==> config.mk <==
export PLATFORM = sky130hd
export DESIGN_NAME = prog_mem_reader
export DESIGN_NICKNAME = d
export VERILOG_FILES = /design/src/rtl/prog_mem_reader.sv
export SDC_FILE = /design/constraint.sdc
export NUM_CORES = 1
export LEC_CHECK = 0
export CAP_MARGIN = 30
export CORE_ASPECT_RATIO = 1.2
export CORE_MARGIN = 8
export CORE_UTILIZATION = 57
export DETAILED_ROUTE_END_ITERATION = 12
export PLACE_DENSITY = 0.95
export SLEW_MARGIN = 5
export SYNTH_ARGS = -nofsm -noshare
export SYNTH_HDL_FRONTEND = slang
export SYNTH_SLANG_ARGS = --single-unit
==> constraint.sdc <==
create_clock -name clk -period 5.14 [get_ports clk]
set_input_delay 1.285 -clock clk [delete_from_list [all_inputs] [get_ports clk]]
set_output_delay 1.285 -clock clk [all_outputs]
set_load 0.01 [all_outputs]
==> src/rtl/prog_mem_reader.sv <==
// Memory readback engine: streams an inclusive, possibly wrapping, address range
// from a 1-cycle-latency read port out over valid/ready, tagged with address and last flag.
module prog_mem_reader #(
  parameter int DATA_SIZE  = 16,
  parameter int ADDR_SIZE  = 5,
  parameter int FIFO_DEPTH = 2
) (
  input  logic                 clk,
  input  logic                 rst,
  input  logic                 start,
  input  logic [ADDR_SIZE-1:0] start_addr,
  input  logic [ADDR_SIZE-1:0] end_addr,
  input  logic                 abort,
  output logic                 busy,
  output logic                 done,
  output logic                 mem_rd_en,
  output logic [ADDR_SIZE-1:0] mem_addr,
  input  logic [DATA_SIZE-1:0] mem_rd_data,
  output logic                 out_valid,
  input  logic                 out_ready,
  output logic [DATA_SIZE-1:0] out_data,
  output logic [ADDR_SIZE-1:0] out_addr,
  output logic                 out_last
);

  localparam int PW = (FIFO_DEPTH > 1) ? $clog2(FIFO_DEPTH) : 1;
  localparam int CW = $clog2(FIFO_DEPTH + 1);
  localparam int CW1 = CW + 1;
  localparam int RW = ADDR_SIZE + 1;
  localparam logic [CW:0]   DEPTH_L = CW1'(FIFO_DEPTH);
  localparam logic [PW-1:0] LAST_IDX = PW'(FIFO_DEPTH - 1);

  localparam logic [1:0] S_IDLE  = 2'd0;
  localparam logic [1:0] S_READ  = 2'd1;
  localparam logic [1:0] S_DRAIN = 2'd2;
  localparam logic [1:0] S_DONE  = 2'd3;

  typedef struct packed {
    logic                 last;
    logic [ADDR_SIZE-1:0] addr;
    logic [DATA_SIZE-1:0] data;
  } entry_t;

  logic [1:0]           state;
  logic [ADDR_SIZE-1:0] rd_ptr;
  logic [ADDR_SIZE-1:0] last_addr;
  logic [ADDR_SIZE-1:0] span;
  logic [RW-1:0]        remaining;
  logic                 inflight;
  logic [ADDR_SIZE-1:0] inf_addr;
  logic                 inf_last;

  entry_t [FIFO_DEPTH-1:0] fifo_q;
  entry_t                  head;
  logic [PW-1:0]           wr_idx;
  logic [PW-1:0]           rd_idx;
  logic [CW-1:0]           occ;

  logic          kill;
  logic          pop;
  logic [CW:0]   fill;
  logic [CW:0]   cap;

  function automatic logic [PW-1:0] idx_nxt(input logic [PW-1:0] i);
    return (i == LAST_IDX) ? '0 : i + 1'b1;
  endfunction

  assign kill = abort && (state != S_IDLE);
  assign span = end_addr - start_addr;
  assign head = fifo_q[rd_idx];

  assign out_valid = (occ != '0);
  assign pop       = out_valid && out_ready;
  assign out_data  = out_valid ? head.data : '0;
  assign out_addr  = out_valid ? head.addr : '0;
  assign out_last  = out_valid && head.last;

  // Issue only if the word is guaranteed a FIFO slot when it lands next cycle.
  assign fill = {1'b0, occ} + {{CW{1'b0}}, inflight};
  assign cap  = DEPTH_L + {{CW{1'b0}}, pop};
  assign mem_rd_en = (state == S_READ) && !abort && (remaining != '0) && (fill < cap);
  assign mem_addr  = mem_rd_en ? rd_ptr : last_addr;

  assign busy = (state != S_IDLE);
  assign done = (state == S_DONE);

  always_ff @(posedge clk or posedge rst) begin
    if (rst) begin
      state     <= S_IDLE;
      rd_ptr    <= '0;
      last_addr <= '0;
      remaining <= '0;
      inflight  <= 1'b0;
      inf_addr  <= '0;
      inf_last  <= 1'b0;
      fifo_q    <= '0;
      wr_idx    <= '0;
      rd_idx    <= '0;
      occ       <= '0;
    end else if (kill) begin
      // Anything already read or in flight is dropped; no done pulse.
      state     <= S_IDLE;
      remaining <= '0;
      inflight  <= 1'b0;
      wr_idx    <= '0;
      rd_idx    <= '0;
      occ       <= '0;
    end else begin
      inflight <= mem_rd_en;
      if (mem_rd_en) begin
        inf_addr  <= rd_ptr;
        inf_last  <= (remaining == RW'(1));
        last_addr <= rd_ptr;
        rd_ptr    <= rd_ptr + 1'b1;
        remaining <= remaining - 1'b1;
      end

      if (inflight) begin
        fifo_q[wr_idx] <= {inf_last, inf_addr, mem_rd_data};
        wr_idx         <= idx_nxt(wr_idx);
      end
      if (pop) rd_idx <= idx_nxt(rd_idx);

      case ({inflight, pop})
        2'b10:   occ <= occ + 1'b1;
        2'b01:   occ <= occ - 1'b1;
        default: occ <= occ;
      endcase

      case (state)
        S_IDLE: begin
          if (start && !abort) begin
            rd_ptr    <= start_addr;
            remaining <= {1'b0, span} + RW'(1);
            state     <= S_READ;
          end
        end
        S_READ: begin
          if (mem_rd_en && (remaining == RW'(1))) state <= S_DRAIN;
        end
        S_DRAIN: begin
          // Leave once the word being popped now is the last one held.
          if (!inflight && (occ == CW'(pop))) state <= S_DONE;
        end
        default: state <= S_IDLE;
      endcase
    end
  end

endmodule
==> results.yml <==
worst_setup_path:
  crit_start: "abort"
  cp-start-kind: "input pin"
  arrival_ps: 3500
  critPathKind: "input pin to output port"
  crit_slowest_cell: "clkdlybuf4s50_1"
  cp.required_ps: 3860
  path_cells: "clkdlybuf4s50_1 -> or3b_4 -> a31oi_4 -> nand2_1 -> inv_2 -> nand2_1 -> nand2_1 -> clkdlybuf4s50_1"
  rr_endpoint: "state[0]"
  r2r_setup_slack_ps: 2570
  crit_path_frequent_cell: "nand2_1"
  critPathMaxStageDelay_ps: 540
  crit_path_max_fanout: 10
  critPathCaptureType: "output port"
  reg2regPathDepth: 7
  worstReg2RegStart: "inflight"
power:
  combPwrFrac: 0.434
  swShare: 0.360
  p_per_area_nw_per_um2: 529
  ir_worst_vdd_mv: 0.285
  p_seq_frac: 0.411
  p_clk_frac: 0.155
  p_total_w: 0.00245
  switchingPower_w: 0.000883
  leakagePower_nw: 2.09
  p_int_w: 0.00157
grt:
  grt_max_degree: 35
  track_usage: 0.186
  overflow: 0
  grt_pass1_wl_um: 13500
  antenna_found_initial: 0
  grt_pass1_vias: 2874
cells_and_area:
  insertedDiodeCount: 0
  syn2layout_area_growth_pct: 24.8
  layout.cells.non_filler: 497
  drive_gt1_frac: 0.189
  nets: 453
job:
  maxCapViolCount: 0
synthesis:
  yosysWarnings: 0
  synth_top_area_frac: 0.492
  yosys-top-cells-count: "dfrtp_1, nand2_1, mux2_2, nor2_1, mux2i_1"
  synth-adder-area-share: 0.0526
  synth_cell_types: 42
  ys_seq_area_frac: 0.492
  avgSynthCellArea_um2: 10.9
  ys_seq_elements: 73
  synth_edf_count: 0
  async_reset_ff_frac: 1.00
  synthSimpleGateAreaFrac: 0.126
  syn_inst: 340
  synth.most_common_cell: "dfrtp_1"
  synth.cell_area_um2: 3710
  synth_mux_area_frac: 0.202
  synth_xor_area_frac: 0.0377
  syn_nets: 386
  synthFlopType: "dfrtp_1"
  synth_area_leader_cell: "dfrtp_1"
  synthTopCellsByArea: "dfrtp_1, mux2_2, mux2i_1"
  synth_compound_area_frac: 0.0576
  synth_top_family_by_area: "multiplexers"
hold_path:
  min_path_cells: 2
  hold_path.class: "flip-flop to flip-flop"
  holdPathEnd: "last_addr[0]"
  min-delay-start: "last_addr[0]"
sta:
  slew_headroom: 0.542
  fin_skew_ps: 13.7
  fmax_ghz: 0.209
  finalSetupViolations: 0
  rsz0062_at_grt: "no"
  fin_tns_setup_ps: 0
  period_share: 0.932
  worst-slew-pin-transition_ps: 685
  min_period_ps: 4790
  finalMaxSlewViolations: 0
  finalHoldViolations: 0
drt:
  viasPerCell: 5.42
  vias: 2695
  drtIter0Drc: 116
  ant_nets: 0
  first_pass_iters: 4
  finalWirelength_um: 8040
  wl_per_cell_um: 16.2
  drcViolationCount: 0
die:
  die_area_um2: 9360
  fp.dieW_um: 89.7
  io_pins: 62
  start_util: 0.583
  core-area_um2: 6370
  core.rowCount: 32
  die_h_um: 104
placed_design:
  dp_cells: 481
  dp_hpwl_um: 5940
  gp_congestion: 0.797
  io_buffers: 61
clocking:
  clkLatencyLatePin_ps: 350
  clockBufferDepth: 2
  cts_tree: "done"
  ctsHtreeMaxLevel: 3
  numCtsBuffers: 9
  cts_setup_buffers: 0
  postCtsHoldBufs: 0
  clk_pin_slew_ps: 70
  post_cts_resize_count: 0
  root_buffer: "clkbuf_8"
  clkSinkCount: 73
run_status:
  outcome: "finished, final reports clean"
## kinds of logic (layout without fill, tap and decap cells)
kind of cell	Yosys count	in the layout
adders and majority gates	15	15
xor gates and xnor gates	16	16
buffers and inverters	31	103
AOI/OAI and AO/OA	31	31
and+or+nand+nor	105	105
DFF	73	73
muxes	69	69
## cells in the final DEF, fill, tap and decap left out, types with 2 or more instances in the layout
cell,netlist,final
o21ai_1,3,3
dfrtp_1,73,73
inv_1,17,16
buf_8,0,2
o21ai_0,9,9
nor2_1,35,34
xnor2_1,11,11
clkinv_2,0,2
nand4_1,3,3
nor3b_1,2,2
o22ai_1,3,3
buf_4,0,5
clkbuf_1,7,2
a21oi_1,6,6
inv_2,1,2
ha_1,14,14
xor2_1,5,5
mux2i_1,23,23
clkbuf_8,0,9
clkdlybuf4s50_1,0,61
nand3_1,7,7
nand2_1,46,46
mux2_2,45,45
nand2b_1,2,2
clkinvlp_4,0,3
nor2b_1,2,2
## sequential cells by signal, summed over array words and instances, names as in the netlist
name       count
fifo_q        44
inf_addr       5
inf_last       1
inflight       1
last_addr      5
occ            2
rd_idx         1
rd_ptr         5
remaining      6
state          2
wr_idx         1
## routing by layer
metal	track usage	vias up	part of all wire
li1	-	1291	-
met1	0.208	1316	0.40
met5	0	-	0
met2	0.318	73	0.52
met3	0.0435	15	0.057
met4	0.0894	0	0.024
## metrics by stage
| step | area, um2 | hold slack, ps | worst slack (ps) | utilization |
|---|---|---|---|---|
| 4_1_cts | 4630 | 482 | 355 | 0.728 |
| 6_report | 4630 | 475 | 350 | 0.728 |
| 3_5_place_dp | 4470 | 462 | 391 | 0.702 |
| 2_1_floorplan | 3710 | 440 | 1340 | - |
| 3_3_place_gp | 4420 | 456 | 409 | 0.694 |
| 5_1_grt | 4630 | 499 | 191 | 0.728 |
## how the worst max path moves through the flow
stage / to / slack (ps) / cells past startpoint
after detailed placement: mem_addr[4] / 390 / 8
after floorplan: mem_addr[2] / 1340 / 6
final: mem_addr[4] / 350 / 8
after CTS: mem_addr[4] / 360 / 8
after global placement: mem_addr[0] / 410 / 8
after global routing: mem_addr[4] / 190 / 8
## power by group through the flow
| stage | logic [W] | registers, W | clock network (W) |
|---|---|---|---|
| 5_1_grt | 0.00118 | 0.00104 | 0.000406 |
| 3_5_place_dp | 0.00107 | 0.00102 | 0 |
| 6_report | 0.00106 | 0.00101 | 0.000379 |
| 3_3_place_gp | 0.00101 | 0.000990 | 0 |
| 2_1_floorplan | 0.000728 | 0.000957 | 0 |
| 4_1_cts | 0.00108 | 0.00101 | 0.000387 |
## final cells by class
class                      count  area [um2]
sequential                    73        1830
multi-input combinational    236        1770
fill                         440        1730
timing repair buffer          69         698
clock buffer                  11         131
tap                           85         106
inverter                      18        67.6
clock inverter                 5        32.5
## worst max-delay path: cells and delay by family
family                 cells  cell delay (ps)
buffers and inverters      3             1190
and+or+nand+nor            4              780
AOI/OAI and AO/OA          1              260
Power figures use the tool's default switching activity.
